<file path="config.mk">
export PLATFORM = sky130hd
export DESIGN_NAME = sprite_layer_compositor
export DESIGN_NICKNAME = d
export VERILOG_FILES = /design/src/rtl/sprite_layer_compositor.sv
export SDC_FILE = /design/constraint.sdc
export NUM_CORES = 2
export LEC_CHECK = 0
export ABC_AREA = 1
export ABC_CLOCK_PERIOD_IN_PS = 5100
export CORE_MARGIN = 2
export CORE_UTILIZATION = 45
export DETAILED_ROUTE_END_ITERATION = 8
export GPL_ROUTABILITY_DRIVEN = 0
export GPL_TIMING_DRIVEN = 0
export PLACE_DENSITY = 0.72
export SLEW_MARGIN = 15
export SYNTH_ARGS = -nofsm -noshare
export SYNTH_HDL_FRONTEND = slang
export SYNTH_SLANG_ARGS = --single-unit
</file>
<file path="constraint.sdc">
create_clock -name clk -period 5.1 [get_ports clk]
set_clock_uncertainty 0.05 [all_clocks]
set_input_delay 1.02 -clock clk [delete_from_list [all_inputs] [get_ports clk]]
set_output_delay 1.02 -clock clk [all_outputs]
set_load 0.005 [all_outputs]
</file>
<file path="src/rtl/sprite_layer_compositor.sv">
// Multi-layer sprite compositor: NUM_LAYERS scrolled sprite windows, each with its own
// 16-entry palette, merged by fixed priority (layer 0 highest) with index 0 transparent.
// Two registered stages: window test per layer, then priority select and palette lookup.
// Optional debug outline: define SPRITE_BORDER_EN to paint the edge pixels of the
// highest-priority in-window layer 12'hF00.
module sprite_layer_compositor #(
    parameter int unsigned NUM_LAYERS = 4,
    parameter int unsigned CNT_W      = 10,
    parameter int unsigned IDX_W      = 4,
    parameter int unsigned COLOR_W    = 12,
    parameter int unsigned SCREEN_W   = 320,
    parameter int unsigned SCREEN_H   = 240,
    localparam int unsigned LAYER_W   = (NUM_LAYERS > 1) ? $clog2(NUM_LAYERS) : 1
) (
    input  logic                        clk,
    input  logic                        rst_n,
    input  logic [CNT_W-1:0]            h_cnt,
    input  logic [CNT_W-1:0]            v_cnt,
    input  logic                        frame_start,
    input  logic [NUM_LAYERS-1:0]       layer_en,
    input  logic [NUM_LAYERS*CNT_W-1:0] pos_h,
    input  logic [NUM_LAYERS*CNT_W-1:0] pos_v,
    input  logic [NUM_LAYERS*CNT_W-1:0] size_h,
    input  logic [NUM_LAYERS*CNT_W-1:0] size_v,
    input  logic [NUM_LAYERS*IDX_W-1:0] pix_idx,
    input  logic                        pal_we,
    input  logic [LAYER_W-1:0]          pal_layer,
    input  logic [IDX_W-1:0]            pal_addr,
    input  logic [COLOR_W-1:0]          pal_data,
    output logic [COLOR_W-1:0]          now_pixel,
    output logic                        pixel_hit,
    output logic [LAYER_W-1:0]          hit_layer
);

    localparam int unsigned    PAL_N = 1 << IDX_W;
    localparam logic [CNT_W:0] SCR_W = (CNT_W+1)'(SCREEN_W);
    localparam logic [CNT_W:0] SCR_H = (CNT_W+1)'(SCREEN_H);

    // Shadow position/size, only updated on frame_start so a frame never tears
    logic [CNT_W-1:0] spos_h_q  [NUM_LAYERS];
    logic [CNT_W-1:0] spos_v_q  [NUM_LAYERS];
    logic [CNT_W-1:0] ssize_h_q [NUM_LAYERS];
    logic [CNT_W-1:0] ssize_v_q [NUM_LAYERS];

    logic [COLOR_W-1:0] pal_q [NUM_LAYERS][PAL_N];

    // Stage 1 signals
    logic [CNT_W:0]              x_sum [NUM_LAYERS];
    logic [CNT_W:0]              y_sum [NUM_LAYERS];
    logic [CNT_W:0]              x_d   [NUM_LAYERS];
    logic [CNT_W:0]              y_d   [NUM_LAYERS];
    logic [NUM_LAYERS-1:0]       in_d, in_q;
    logic [NUM_LAYERS*IDX_W-1:0] idx_q;

    // Stage 2 signals
    logic [COLOR_W-1:0] px_d;
    logic               hit_d;
    logic [LAYER_W-1:0] layer_d;
    logic               found;

`ifdef SPRITE_BORDER_EN
    localparam logic [CNT_W:0] ONE = (CNT_W+1)'(1);
    logic [NUM_LAYERS-1:0] edge_d, edge_q;
    logic                  top_found;
`endif

    // Latch shadow position/size on frame_start; out-of-range offsets collapse to 0
    always_ff @(posedge clk or negedge rst_n) begin
        if (!rst_n) begin
            for (int k = 0; k < NUM_LAYERS; k++) begin
                spos_h_q[k]  <= '0;
                spos_v_q[k]  <= '0;
                ssize_h_q[k] <= '0;
                ssize_v_q[k] <= '0;
            end
        end else if (frame_start) begin
            for (int k = 0; k < NUM_LAYERS; k++) begin
                spos_h_q[k]  <= ({1'b0, pos_h[k*CNT_W +: CNT_W]} >= SCR_W) ?
                                '0 : pos_h[k*CNT_W +: CNT_W];
                spos_v_q[k]  <= ({1'b0, pos_v[k*CNT_W +: CNT_W]} >= SCR_H) ?
                                '0 : pos_v[k*CNT_W +: CNT_W];
                ssize_h_q[k] <= size_h[k*CNT_W +: CNT_W];
                ssize_v_q[k] <= size_v[k*CNT_W +: CNT_W];
            end
        end
    end

    // Palette write port; a layer select with no matching layer writes nothing
    always_ff @(posedge clk or negedge rst_n) begin
        if (!rst_n) begin
            for (int k = 0; k < NUM_LAYERS; k++) begin
                for (int e = 0; e < PAL_N; e++) begin
                    pal_q[k][e] <= '0;
                end
            end
        end else begin
            for (int k = 0; k < NUM_LAYERS; k++) begin
                if (pal_we && (pal_layer == LAYER_W'(k))) begin
                    pal_q[k][pal_addr] <= pal_data;
                end
            end
        end
    end

    // Stage 1 combinational: wrapped sprite-local coordinates and window test
    always_comb begin
        in_d = '0;
`ifdef SPRITE_BORDER_EN
        edge_d = '0;
`endif
        for (int k = 0; k < NUM_LAYERS; k++) begin
            x_sum[k] = {1'b0, h_cnt} + {1'b0, spos_h_q[k]};
            y_sum[k] = {1'b0, v_cnt} + {1'b0, spos_v_q[k]};
            x_d[k]   = (x_sum[k] >= SCR_W) ? (x_sum[k] - SCR_W) : x_sum[k];
            y_d[k]   = (y_sum[k] >= SCR_H) ? (y_sum[k] - SCR_H) : y_sum[k];
            in_d[k]  = layer_en[k] && (x_d[k] < {1'b0, ssize_h_q[k]}) &&
                       (y_d[k] < {1'b0, ssize_v_q[k]});
`ifdef SPRITE_BORDER_EN
            edge_d[k] = (x_d[k] == '0) || (x_d[k] == ({1'b0, ssize_h_q[k]} - ONE)) ||
                        (y_d[k] == '0) || (y_d[k] == ({1'b0, ssize_v_q[k]} - ONE));
`endif
        end
    end

    // Stage 1 register
    always_ff @(posedge clk or negedge rst_n) begin
        if (!rst_n) begin
            in_q  <= '0;
            idx_q <= '0;
`ifdef SPRITE_BORDER_EN
            edge_q <= '0;
`endif
        end else begin
            in_q  <= in_d;
            idx_q <= pix_idx;
`ifdef SPRITE_BORDER_EN
            edge_q <= edge_d;
`endif
        end
    end

    // Stage 2 combinational: lowest-numbered opaque layer wins
    always_comb begin
        px_d    = '0;
        hit_d   = 1'b0;
        layer_d = '0;
        found   = 1'b0;
        for (int k = 0; k < NUM_LAYERS; k++) begin
            if (!found && in_q[k] && (idx_q[k*IDX_W +: IDX_W] != '0)) begin
                found   = 1'b1;
                px_d    = pal_q[k][idx_q[k*IDX_W +: IDX_W]];
                hit_d   = 1'b1;
                layer_d = LAYER_W'(k);
            end
        end
`ifdef SPRITE_BORDER_EN
        // Outline follows the top in-window layer even where it is transparent
        top_found = 1'b0;
        for (int k = 0; k < NUM_LAYERS; k++) begin
            if (!top_found && in_q[k]) begin
                top_found = 1'b1;
                if (edge_q[k]) begin
                    px_d    = COLOR_W'(12'hF00);
                    hit_d   = 1'b1;
                    layer_d = LAYER_W'(k);
                end
            end
        end
`endif
    end

    // Stage 2 register driving the outputs
    always_ff @(posedge clk or negedge rst_n) begin
        if (!rst_n) begin
            now_pixel <= '0;
            pixel_hit <= 1'b0;
            hit_layer <= '0;
        end else begin
            now_pixel <= px_d;
            pixel_hit <= hit_d;
            hit_layer <= layer_d;
        end
    end

endmodule

</file>
==> results.txt <==
----------------------------------------------------
[Status]
  Outcome ... finished clean

[Pwr]
  Relative contribution of the clock network to total power ... 0.365
  Sequential cell fraction of total power ... 0.448
  Combinational fraction of design power ... 0.187
  Internal power of the cells ... 14.2 mW
  Max rail drop VDD ... 0.000264 V
  Sw Share ... 0.305
  Power per unit of standard cell area ... 359 nW/um^2
  Total power of the final layout ... 20.4 mW
  Reported net switching power ... 6.23 mW
  Static power due to leakage ... 26.7 nW

[Timing]
  Hold violation total from the final report ... 0
  Part of the cycle the worst path needs ... 0.937
  Setup repair after global routing missed its margin ... false
  Crit path setup slack, layout ... 0.322 ns
  Final number of max-transition violations ... 0
  Peak Freq ... 0.209 GHz
  Minimum clock period after layout ... 4.78 ns
  Max-slew headroom ... 0.0345
  Setup violation total in the final timing report ... 0
  Measured slew at the worst slew-check pin ... 1.44 ns

[Layout]
  Number of nets in the layout ... 7052
  Multi-input logic area ... 21600 sq um
  Signed area change from the synthesized netlist to the final layout ... 15.7%
  Sequential standard cell area ... 24100 sq um
  Share of cells above drive strength 1 ... 0.0342
  Fill cells ... 10200

[Logic synthesis]
  Number of enable-type register cells in the synthesized netlist ... 0
  Adder-cell share of the synthesized area ... 0.0451
  Number of library cell types mapped by synthesis ... 42
  Synthesized-area fraction occupied by and/or/nand/nor cells ... 0.221
  Share of synthesized area occupied by flip-flops and latches ... 0.491
  Most used flip-flop cell after synthesis ... sky130_fd_sc_hd__dfrtp_1
  Cell area after synthesis ... 49100 sq um
  Post-synthesis register bit count ... 963
  Fraction of synthesis flops using an asynchronous set or reset pin ... 1.00
  Dominant combinational cell family by area after synthesis ... simple AND/OR/NAND/NOR gates
  Count of yosys warnings during synthesis ... 0
  Leading cell types by total area after synthesis ... sky130_fd_sc_hd__dfrtp_1 49%, sky130_fd_sc_hd__nand2_1 14%, sky130_fd_sc_hd__o21ai_0 12%
  Cell type contributing the most total cell area after synthesis ... sky130_fd_sc_hd__dfrtp_1
  Synthesized-area fraction occupied by ao, oa, aoi and oai cells ... 0.168
  Multiplexer area fraction after synthesis ... 0.000459
  Average instance area after synthesis ... 7.78 sq um
  Synth Area in XOR/XNOR ... 0.00446
  Cell count after synthesis ... 6309
  Share of the synthesized area in the top cell type ... 0.491
  Net count after synthesis ... 6703

[Die]
  Die width ... 334 um
  # rows ... 121
  Starting density of the core ... 0.452
  Die area ... 112000 sq um
  Chip height ... 334 um
  Std-Cell Core Area ... 109000 sq um
  Number of placed I/O pins ... 237

[Detailed routing]
  Vias/cell ... 5.67
  Post-detailed-route DRC marker count ... 0
  Initial drt markers ... 5538
  Antenna-violating nets left ... 0
  Routed len/inst ... 20.2 um
  Detailed Route WL ... 165 mm
  Via count ... 46200
  First-pass DRT Iterations ... 7

[CTS]
  Clock Sink Count ... 963
  Total CTS buffers ... 104
  Reg clk slew, reported paths ... 0.06 ns
  Buffers from clock root to sink, at most ... 3
  Clock insertion delay at the later pin of the skew report ... 0.71 ns
  Maximum level of the CTS H-tree ... 3
  CTS tree ... yes
  Clock Root Buffer ... sky130_fd_sc_hd__clkbuf_16
  Cts-stage hold buffer count ... 0

[GRT]
  Pin count of the biggest net entering global routing ... 158
  Number of antenna violations at the first check in global routing ... 9
  Wire length of the first global-routing pass ... 254 mm
  Number of global-route vias before repair ... 44100
  GR Overflow Total ... 0
  GRT Util Overall ... 0.293

[Min path]
  Worst hold path type ... in -> async

[Run]
  Maximum Capacitance Violations ... 0

[Placement]
  Buffers on Ports ... 235
  Place WS ... -0.913 ns
  Half-perimeter wire length after detailed placement ... 120 mm

[Worst setup path]
  Worst path max stage delay ... 0.62 ns
  Most prevalent standard cell on the critical path ... sky130_fd_sc_hd__nand2_1
  Critical-path maximum fanout ... 6
  Worst Setup Path Type ... in -> reg
  Kind of end point of the critical path ... register
  Required time at the worst-slack endpoint ... 5.67 ns
  Kind of launch point of the worst setup path ... input pin
  Slowest cell on the critical path ... sky130_fd_sc_hd__clkdlybuf4s50_1
  Arrival time of the worst setup path ... 5.35 ns

----------------------------------------------------
## layer usage
metal  track usage  share of wire  vias up
met5             0        0.00055        -
met4         0.180          0.069       14
met3        0.0688           0.10      548
met2         0.452           0.44     2307
met1         0.372           0.39    22000
li1              -              -    21400
## synth_stat cells, types with 4 or more instances
library cell and n:
sky130_fd_sc_hd__o21bai_1 8, sky130_fd_sc_hd__nand3_1 255, sky130_fd_sc_hd__o211ai_1 108, sky130_fd_sc_hd__nand2_1 1816
sky130_fd_sc_hd__a211oi_1 6, sky130_fd_sc_hd__o21ai_0 1151, sky130_fd_sc_hd__dfrtp_1 963, sky130_fd_sc_hd__nor3_2 5
sky130_fd_sc_hd__a21boi_0 4, sky130_fd_sc_hd__clkbuf_1 346, sky130_fd_sc_hd__o221ai_1 7, sky130_fd_sc_hd__nor3b_1 7
sky130_fd_sc_hd__ha_1 164, sky130_fd_sc_hd__nor3_1 12, sky130_fd_sc_hd__o2111ai_1 31, sky130_fd_sc_hd__or3_1 4
sky130_fd_sc_hd__o21ai_1 35, sky130_fd_sc_hd__o22ai_1 47, sky130_fd_sc_hd__fa_1 8, sky130_fd_sc_hd__o221a_2 4
sky130_fd_sc_hd__nor2_1 540, sky130_fd_sc_hd__or2_2 6, sky130_fd_sc_hd__inv_2 5, sky130_fd_sc_hd__nand3b_1 9
sky130_fd_sc_hd__o32ai_1 12, sky130_fd_sc_hd__buf_2 27, sky130_fd_sc_hd__buf_1 9, sky130_fd_sc_hd__xnor2_1 4
sky130_fd_sc_hd__a31oi_1 5, sky130_fd_sc_hd__xor2_1 21, sky130_fd_sc_hd__nand4_1 55, sky130_fd_sc_hd__inv_1 513
sky130_fd_sc_hd__a21oi_1 105
## logic make-up after synthesis
group,Yosys count
simple gates,2719
buf+inv,900
compound gates,1528
flops,963
xor+xnor,25
mux,2
fa+ha+maj,172
## critical path, delay by kind of cell
kind                       cells  cell delay, ns
buffers and inverters          2            0.68
and+or+nand+nor               21            2.18
xor gates and xnor gates       1            0.26
AOI/OAI and AO/OA              1            0.15
adders and majority gates      3            1.03
## state kept, by name (all words and copies together) (netlist names)
register	flops
in_q	4
now_pixel	12
hit_layer	2
idx_q	16
pal_q	768
spos_h_q	40
spos_v_q	40
ssize_h_q	40
ssize_v_q	40
pixel_hit	1
## cells in the final DEF (no fill, tap or decap), drive strengths merged, types with 8 or more instances in the layout
cell type and n:
nor3 17, o22ai 47, o21bai 8, nand4 55
o211ai 108, inv 520, ha 164, xor2 21
o21ai 1186, nand3 255, nand3b 9, o32ai 12
nor2 543, a21oi 105, clkdlybuf4s50 229, nand2 1816
clkinv 23, buf 45, dfrtp 963, fa 8
o2111ai 31, clkbuf 497
## cell type report
type	count	area share
Sequential cell	963	0.424
Multi-Input combinational cell	4446	0.380
Clock buffer	151	0.0534
Timing Repair Buffer	243	0.0455
Inverter	518	0.0342
Tap cell	1414	0.0311
Buffer	382	0.0258
Clock inverter	31	0.00555
Antenna cell	3	0.000132
## per-stage QoR
step / setup TNS, ns / area, sq um / utilization / hold slack [ns] / cells
after floorplan: 0 / 49100 / - / 0.398 / 6309
after global placement: - / 53200 / 0.490 / 0.411 / 7958
after detailed placement: -1.96 / 53400 / 0.492 / 0.418 / 7965
after CTS: 0 / 56800 / 0.523 / 0.131 / 8148
after global routing: 0 / 56800 / 0.523 / 0.157 / 8151
final: 0 / 56800 / 0.523 / 0.136 / 8151
## power by group through the flow
| stage | combinational, mW | clock (mW) | sequential [mW] |
|---|---|---|---|
| CTS | 3.76 | 7.49 | 9.10 |
| global placement | 3.60 | 0 | 9.28 |
| floorplan | 2.33 | 0 | 9.08 |
| finish | 3.82 | 7.44 | 9.13 |
| global route | 4.30 | 7.78 | 9.22 |
| detailed placement | 3.73 | 0 | 9.22 |
## final timing paths
check | endpoint | slack (ns) | start | depth (start not counted)
hold reg to reg | pal_q[654] | 0.43 | pal_q[654] | 2
setup / recovery | in_q[2] | 0.32 | v_cnt[2] | 28
min in group clk | pal_q[654] | 0.43 | pal_q[654] | 2
setup reg to reg | in_q[1] | 0.82 | spos_v_q[20] | 25
hold / removal | pal_q[230] | 0.14 | rst_n | 1
max in group asynchronous | spos_v_q[34] | 2.69 | rst_n | 4
## repair_timing
action	4_1_cts	5_1_grt
pin swaps	1	0
buffers inserted	1	0
gates cloned	0	0
resized for setup	1	9
setup endpoints to repair	1	3
Note: power is estimated with default switching activity, not from simulation.
